===== config.mk =====
export PLATFORM = sky130hd
export DESIGN_NAME = counter_mod6
export DESIGN_NICKNAME = d
export VERILOG_FILES = /design/src/rtl/counter_mod6.sv
export SDC_FILE = /design/constraint.sdc
export NUM_CORES = 1
export LEC_CHECK = 0
export ABC_CLOCK_PERIOD_IN_PS = 1200
export CORE_AREA = 2 2 39 41
export CTS_CLUSTER_SIZE = 40
export DETAILED_ROUTE_END_ITERATION = 8
export DIE_AREA = 0 0 41 43
export GPL_TIMING_DRIVEN = 0
export HOLD_SLACK_MARGIN = 0.05
export PLACE_DENSITY = 0.37
export SLEW_MARGIN = 20
export SYNTH_ARGS = -nofsm -noshare
export SYNTH_HDL_FRONTEND = slang
export SYNTH_SLANG_ARGS = --single-unit

===== constraint.sdc =====
create_clock -name clk -period 1.2 [get_ports clk]
set_input_delay 0.18 -clock clk [delete_from_list [all_inputs] [get_ports clk]]
set_output_delay 0.18 -clock clk [all_outputs]
set_load 0.02 [all_outputs]

===== src/rtl/counter_mod6.sv =====
// counter_mod6 -- loadable modulo-MOD down counter (BCD digit, 0..MOD-1).
//
// Tens-of-seconds digit of the microwave timer. It steps down once per clock
// while enab is high (enab comes from the units digit's tc). Its tc output
// pulses while it sits at 0 with enab high, so the next-higher stage
// decrements on the same edge where this one wraps back to MOD-1.
//
// Ports
//   clk           in   1      rising-edge clock
//   clear         in   1      synchronous active-low reset, forces count to 0
//   load          in   1      synchronous active-low parallel load of numero
//   enab          in   1      count enable, active-high
//   numero        in   WIDTH  value to load (values above MOD-1 saturate)
//   numero_saida  out  WIDTH  current count (registered)
//   tc            out  1      terminal count: enab && count == 0
//   zero          out  1      count == 0, independent of enab
//
// Priority on each rising edge: clear, then load, then enab, else hold.

module counter_mod6 #(
    parameter int MOD   = 6,
    parameter int WIDTH = 4
) (
    input  logic             clk,
    input  logic             clear,
    input  logic             load,
    input  logic             enab,
    input  logic [WIDTH-1:0] numero,
    output logic [WIDTH-1:0] numero_saida,
    output logic             tc,
    output logic             zero
);

    localparam logic [WIDTH-1:0] MAX_VAL = WIDTH'(MOD - 1);
    localparam logic [WIDTH-1:0] ONE     = WIDTH'(1);

    logic [WIDTH-1:0] count_q;
    logic [WIDTH-1:0] count_d;
    logic             count_is_zero;

    assign count_is_zero = (count_q == '0);

    // Next-count logic for the non-reset cases; clear is applied in the
    // register itself so it always wins over load and enab.
    always_comb begin
        count_d = count_q;
        if (!load) begin
            // Out-of-range load values clamp so the digit never leaves 0..MOD-1.
            count_d = (numero > MAX_VAL) ? MAX_VAL : numero;
        end else if (enab) begin
            count_d = count_is_zero ? MAX_VAL : (count_q - ONE);
        end
    end

    always_ff @(posedge clk) begin
        if (!clear) begin
            count_q <= '0;
        end else begin
            count_q <= count_d;
        end
    end

    assign numero_saida = count_q;
    assign zero         = count_is_zero;
    // Asserted in the cycle before the 0 -> MOD-1 wrap.
    assign tc           = enab & count_is_zero;

endmodule


======== After elaboration in Yosys (flattened, before gate mapping) ========
Index checks and enable logic that the tools add are counted.
word-level totals
  flip-flop bits (word level) ............. 4
  input bits .............................. 8
  word-level logic and storage cells ...... 10
operators by class
  add/sub/neg operators ................... 1
  magnitude comparators ................... 1
  eq/ne operators ......................... 1
  multiplexer cells ....................... 4
  bitwise gates (word level) .............. 1
  reduce and logical (&&, ||, !) cells .... 1
operator list
  kind                                                           count
  two-way mux 4 bit                                              4
  greater-than comparator 4 x 3 -> 1 bit, second input constant  1
  zero test 4 bit                                                1
  subtractor 4 x 1 -> 4 bit, second input constant               1
  inequality test 2 x 1 -> 1 bit, second input constant          1
  bitwise AND 1 bit                                              1

======== Logic depth before layout (Yosys ltp) ========
Gate-level depths: netlist of the first run.
  depth in word-level cells ............... 4
  mapped depth ............................ 3
  gate-level depth less buffers ........... 3

======== Worst setup path after synthesis of the first run ========
OpenSTA, ideal clock, no wires.
  path type ............................... reg-to-output
  from .................................... register count_q[0] (netlist: numero_saida[0])
  to ...................................... output tc
  arrival ................................. 1.290 ns
  required time ........................... 1.020 ns
  slack ................................... -0.270 ns
  stages on the path, launching flop included .. 3
  path buffers ............................ 0
  cells stage by stage .................... dfxtp_1 or3b_1 nor3_1
between the ends
  word-level cells in the longest chain between the ends .. 2
ends and longest elaborated chain
  item                    RTL line  text
  start, declared         37        logic [WIDTH-1:0] count_q;
  start signal, assigned  59        count_q <= count_d;
  zero test 4 bit         41        assign count_is_zero = (count_q == '0);
  bitwise AND 1 bit       66        assign tc = enab & count_is_zero;
  end, declared           30        output logic tc,
Every way passes these cells.

======== Final worst setup path of the first run ========
  from .................................... register count_q[1] (netlist: numero_saida[1])
  to ...................................... output tc
The elaborated chain is that of the path after synthesis.

==> summary.txt, run 1 <==
Status
  – Status: complete, but fails checks
  – Failing checks: setup timing

Final layout
  – P&R area growth vs syn: 112%
  – Post-layout nets: 52
  – Ant diodes: 0
  – Fraction of layout cells with a size suffix above 1: 0.405
  – Max FFs per register: 4

Critical path
  – Endpoint type of the worst setup path: output pin
  – Required time of the critical path: 1.02 ns
  – R2R depth: 5
  – R2r setup slk: -0.10 ns
  – FF-to-FF Start: numero_saida[1]
  – Crit path capture: tc
  – R2r endpoint: numero_saida[2]
  – CP arrival: 1.19 ns
  – Critical Path Source: numero_saida[1]
  – Cells along the critical path: or3b_4 > nor3_2 > buf_4
  – Crit-path leading delay family: simple AND/OR/NAND/NOR gates
  – Worst setup path category: flop to output pin
  – Max incr delay on CP: 0.39 ns
  – CP Depth: 3
  – Worst-path fanout max: 2
  – Crit-path slowest cell: or3b_4
  – Kind of start point of the critical path: flop
  – Bufs and invs on worst path: 1

Clock tree
  – Worst skew pair latency: 0.23 ns
  – Cts hold-fix bufs: 0
  – CTS max path bufs: 2
  – CTS Sinks: 4
  – CTS Root Cell: clkbuf_4
  – CTS buffer count: 3
  – Clk pin slew, worst setup/hold paths: 0.03 ns
  – CTS tree: built
  – H-tree Lvls: 1

STA
  – Tmin final: 1.37 ns
  – Hold_ws: 0.343 ns
  – Fin. max-slew vios: 0
  – Final period util: 1.14
  – Fmax: 0.728 GHz
  – Final Worst Setup Slack: -0.173 ns
  – Setup violators final: 4
  – TNS Setup: -0.351 ns
  – Final hold viol count: 0
  – RSZ-0062 raised after global routing: true
  – Max-slew headroom: 0.788
  – Slew @ Worst Pin: 0.318 ns
  – Worst Clk Skew: 0.000796 ns

Routing
  – Post-DRT Antenna Nets: 0
  – Vias per cell: 4.26
  – Detailed-route DRC error count: 0
  – DRT iter0 DRCs: 1
  – Final WL: 577 um
  – Wire per inst: 9.95 um
  – 1st-pass router iterations: 2
  – Vias: 247

Synthesis
  – Synthesized area: 198 um2
  – Post-synthesis adder-cell area fraction: 0
  – Compound-Gate Fraction of Synth Area: 0.278
  – Synth top area cells: dfxtp_1 (41%), a311oi_1 (8.9%), nand2b_1 (6.3%)
  – Simple-gate share of the synthesized area: 0.253
  – Synth unique cells: 15
  – Largest family of logic cells by synthesized area: compound AO/OA/AOI/OAI gates
  – Synth top area share: 0.405
  – Post-Syn Nets: 30
  – Leading area contributor after synthesis: dfxtp_1
  – Seq/Total Area, Yosys: 0.405
  – Seq cells post-synth: 4
  – Synth warn: 0
  – Mux share of post-synthesis cell area: 0
  – Syn avg cell area: 8.99 um2
  – Mapped Cells: 22
  – Xor/xnor share of the synthesized area: 0.0443

Global routing
  – Grt peak-use layer: met4
  – Number of global-route vias before repair: 233
  – Largest net degree at the start of global routing: 8
  – Met3 Use GR: 0.0314
  – Remaining Overflow, GRT: 0
  – Gr usage total: 0.0863
  – First-pass GRT wire length: 910 um
  – Initial antenna violation count: 0
  – Met2 Use GR: 0.0875
  – M1 GR Usage: 0.109

Power
  – Pleak: 0.185 nW
  – Pwr dens: 1040 nW/um2
  – VDD IR max: 0.261 mV

Floorplanning
  – Core ar.: 1380 um2
  – Floorplan row count: 14
  – Full die area: 1760 um2
  – Initial Util: 0.143
  – I/O pins: 14
  – Die Ht: 43 um
  – Chip Width: 41 um

Worst hold path
  – HP Class: primary input to flop

Job
  – Maxcap violations: 0

Placed design
  – Port bufs: 13
  – GP Congestion: 0.681
  – Post-DP HPWL: 403 um
[synth_stat cells]
cell,count
nor3_1,1
xor2_1,1
nand2_1,1
a311oi_1,2
inv_1,1
o31ai_1,1
or3_1,1
nor4_1,1
nand2b_1,2
nor2_1,2
dfxtp_1,4
a2111oi_0,1
a21oi_1,2
o2111a_1,1
or3b_1,1
[cell usage in the layout (no fill, tap or decap), types with 2 or more instances in the layout]
master,instances
clkbuf_4,3
nor2_1,2
buf_4,4
clkdlybuf4s50_1,5
dlygate4sd2_1,4
dfxtp_2,4
a21oi_1,2
nand2b_1,2
[final cells by class]
class | instances | area (um2)
clock buffers | 3 | 22.5
inverters | 1 | 3.75
flip-flops and latches | 4 | 85.1
multi-input cells | 17 | 134
well taps | 16 | 20.0
fillers | 151 | 965
repair buffers | 17 | 154
[through the flow]
step | setup slack, ns | area [um2] | std cells | utilization | power (W)
2_1_floorplan | -0.108 | 204 | 22 | - | 0.000204
3_3_place_gp | -0.809 | 354 | 51 | 0.256 | 0.000269
3_5_place_dp | -0.810 | 354 | 51 | 0.256 | 0.000268
4_1_cts | -0.191 | 393 | 57 | 0.284 | 0.000435
5_1_grt | -0.224 | 419 | 58 | 0.303 | 0.000466
6_report | -0.173 | 419 | 58 | 0.303 | 0.000435
[worst register-to-register path: cells and delay by family, from the launching register on]
kind / cells / cell delay, ns
DFF: 1 / 0.31
buffers and inverters: 2 / 0.25
and+or+nand+nor: 1 / 0.39
AOI/OAI and AO/OA: 1 / 0.14
xor gates and xnor gates: 1 / 0.13
[report_power, final]
| part | switching, W | total, W | internal (W) |
|---|---|---|---|
| registers | 0.00000981 | 0.000154 | 0.000144 |
| logic | 0.0000570 | 0.000122 | 0.0000647 |
| clock network | 0.0000477 | 0.000159 | 0.000111 |
[cell families (layout without fill, tap and decap cells)]
family / Yosys count / after routing
and+or+nand+nor: 9 / 9
AOI/OAI and AO/OA: 7 / 7
DFF: 4 / 4
xor gates and xnor gates: 1 / 1
buffers and inverters: 1 / 21
[how the worst min path moves through the flow]
stage / startpoint / endpoint / slack (ns) / cells after the start
6_report: load / numero_saida[2] / 0.34 / 2
5_1_grt: load / numero_saida[3] / 0.38 / 2
4_1_cts: enab / numero_saida[0] / 0.40 / 3
3_5_place_dp: numero_saida[3] / numero_saida[3] / 0.51 / 1
3_3_place_gp: numero_saida[3] / numero_saida[3] / 0.51 / 1
2_1_floorplan: load / numero_saida[2] / 0.26 / 1
[per-layer routing]
metal | vias up | wire length (um)
met1 | 110 | 243
li1 | 127 | -
met3 | 0 | 48
met4 | 0 | 0
met2 | 10 | 285
met5 | - | 0
[repair_timing]
| action | CTS | global route |
|---|---|---|
| pin swaps | 3 | 2 |
| buffers inserted | 3 | 1 |
| setup endpoints to repair | 9 | 7 |
| resized for setup | 20 | 5 |
(Power assumes the default switching activity.)
==> run 2: changes to the inputs <==
--- a/config.mk
+++ b/config.mk
@@ -7,7 +7,6 @@
 export LEC_CHECK = 0
 export ABC_CLOCK_PERIOD_IN_PS = 1200
 export CORE_AREA = 2 2 39 41
-export CTS_CLUSTER_SIZE = 40
 export DETAILED_ROUTE_END_ITERATION = 8
 export DIE_AREA = 0 0 41 43
 export GPL_TIMING_DRIVEN = 0
==> constraint.sdc (replaced) <==
create_clock -name clk -period 1.2 [get_ports clk]
set_input_delay 0.24 -clock clk [delete_from_list [all_inputs] [get_ports clk]]
set_output_delay 0.24 -clock clk [all_outputs]
set_load 0.02 [all_outputs]
==> run 2 against run 1 <==
Against the previous run: the flow still finishes with violations (setup timing); hold slack gained 0.061 ns; critical path depth unchanged; clock power about the same; clock skew barely moved; count of clock-buffer cells in the layout unchanged; design area is 0.90% lower; die area unchanged; non-clock buffer count down 1; maximum frequency fell by 4.1%; combinational power up 4%; register-to-register slack barely moved; sequential share of layout area shrank 0.12 points.
==> summary.txt, run 2 (same netlist as run 1, synthesis figures left out) <==
Status
  – Status: complete, but fails checks
  – Failing checks: setup timing

Critical path
  – R2R depth: 5
  – Endpoint type of the worst setup path: output pin
  – Crit-path slowest cell: or3b_4
  – Cells along the critical path: or3b_4 > nor3_2 > buf_4
  – R2r setup slk: -0.10 ns
  – Required time of the critical path: 0.96 ns
  – R2r endpoint: numero_saida[2]
  – Worst setup path category: flop to output pin
  – Crit path capture: tc
  – Crit-path leading delay family: simple AND/OR/NAND/NOR gates
  – Max incr delay on CP: 0.38 ns
  – Worst-path fanout max: 5
  – Critical Path Source: numero_saida[1]
  – FF-to-FF Start: numero_saida[1]
  – CP Depth: 3
  – Bufs and invs on worst path: 1
  – CP arrival: 1.19 ns
  – Kind of start point of the critical path: flop

STA
  – Hold_ws: 0.403 ns
  – Tmin final: 1.43 ns
  – TNS Setup: -0.610 ns
  – Final period util: 1.19
  – Setup violators final: 6
  – Fin. max-slew vios: 0
  – Fmax: 0.698 GHz
  – Max-slew headroom: 0.806
  – Slew @ Worst Pin: 0.291 ns
  – Final hold viol count: 0
  – RSZ-0062 raised after global routing: true
  – Worst Clk Skew: 0.000576 ns
  – Final Worst Setup Slack: -0.232 ns

Global routing
  – Initial antenna violation count: 0
  – Remaining Overflow, GRT: 0
  – First-pass GRT wire length: 903 um
  – Gr usage total: 0.0853
  – Number of global-route vias before repair: 230
  – Largest net degree at the start of global routing: 8

Final layout
  – Ant diodes: 0
  – Post-layout nets: 51
  – Max FFs per register: 4
  – P&R area growth vs syn: 110%
  – Final instance area: 415 um2
  – Fraction of layout cells with a size suffix above 1: 0.439
  – Commonest non-fill, non-tap cell in the layout: clkdlybuf4s50_1
  – Most frequent cells in the layout: clkdlybuf4s50_1 (5), clkbuf_4 (3), dlygate4sd2_1 (3), dfxtp_2 (3), buf_4 (3)

Floorplanning
  – Initial Util: 0.143
  – I/O pins: 14
  – Die Ht: 43 um
  – Full die area: 1760 um2
  – Chip Width: 41 um
  – Floorplan row count: 14
  – Core ar.: 1380 um2

Power
  – Switching Fraction: 0.263
  – P_sw: 0.000116 W
  – VDD IR max: 0.251 mV
  – Reg power frac: 0.350
  – Internal power: 0.000324 W
  – Logic pwr share: 0.289
  – Clk pwr share: 0.361
  – Total chip power: 0.000440 W
  – Pleak: 0.181 nW
  – Pwr dens: 1060 nW/um2

Clock tree
  – H-tree Lvls: 1
  – Worst skew pair latency: 0.23 ns
  – Cts hold-fix bufs: 0
  – CTS Root Cell: clkbuf_4
  – CTS buffer count: 3
  – CTS Sinks: 4
  – CTS tree: built
  – Clk pin slew, worst setup/hold paths: 0.03 ns
  – CTS max path bufs: 2

Routing
  – Post-DRT Antenna Nets: 0
  – 1st-pass router iterations: 1
  – Final WL: 550 um
  – Wire per inst: 9.65 um
  – Detailed-route DRC error count: 0
  – Vias per cell: 4.23
  – Vias: 241
  – DRT iter0 DRCs: 0

Placed design
  – Dpl ws: -0.930 ns
  – Post-DP HPWL: 403 um
  – GP Congestion: 0.681
  – Port bufs: 13
  – Post-DP Area: 354 um2

Worst hold path
  – HP Class: primary input to flop

Job
  – Maxcap violations: 0
==> run 2: cell type report <==
class / instances / area (um2)
fillers: 152 / 968
well taps: 16 / 20.0
inverters: 1 / 3.75
clock buffers: 3 / 22.5
repair buffers: 16 / 144
multi-input cells: 17 / 141
flip-flops and latches: 4 / 83.8
==> run 2: repair_timing <==
item | 4_1_cts | 5_1_grt
setup buffers | 2 | 1
resized for setup | 24 | 4
endpoints found under the setup margin | 10 | 8
pin swaps | 3 | 2
==> run 2: metal layers <==
metal	share of wire	wire [um]	up-vias	track usage
li1	-	-	125	-
met1	0.42	232	106	0.113
met2	0.49	268	10	0.0813
met3	0.089	49	0	0.0314
met4	0	0	0	0.120
met5	0	0	-	0
==> run 2: how the worst min path moves through the flow <==
stage                         start              end  slack [ns]  depth (start not counted)
global route                   load  numero_saida[2]        0.45                          2
CTS                            enab  numero_saida[0]        0.47                          3
floorplan                      load  numero_saida[2]        0.32                          1
global placement    numero_saida[3]  numero_saida[3]        0.51                          1
detailed placement  numero_saida[3]  numero_saida[3]        0.51                          1
finish                         load  numero_saida[2]        0.40                          2
==> run 2: power by group through the flow <==
stage               registers (W)  logic [W]  clock network, W
global placement         0.000156   0.000113                 0
finish                   0.000154   0.000127          0.000159
global route             0.000156   0.000138          0.000178
detailed placement       0.000157   0.000112                 0
floorplan                0.000165  0.0000383                 0
CTS                      0.000154   0.000121          0.000170
==> run 2: per-stage QoR <==
step,utilization,cells
2_1_floorplan,-,22
3_3_place_gp,0.256,51
3_5_place_dp,0.256,51
4_1_cts,0.289,56
5_1_grt,0.300,57
6_report,0.300,57
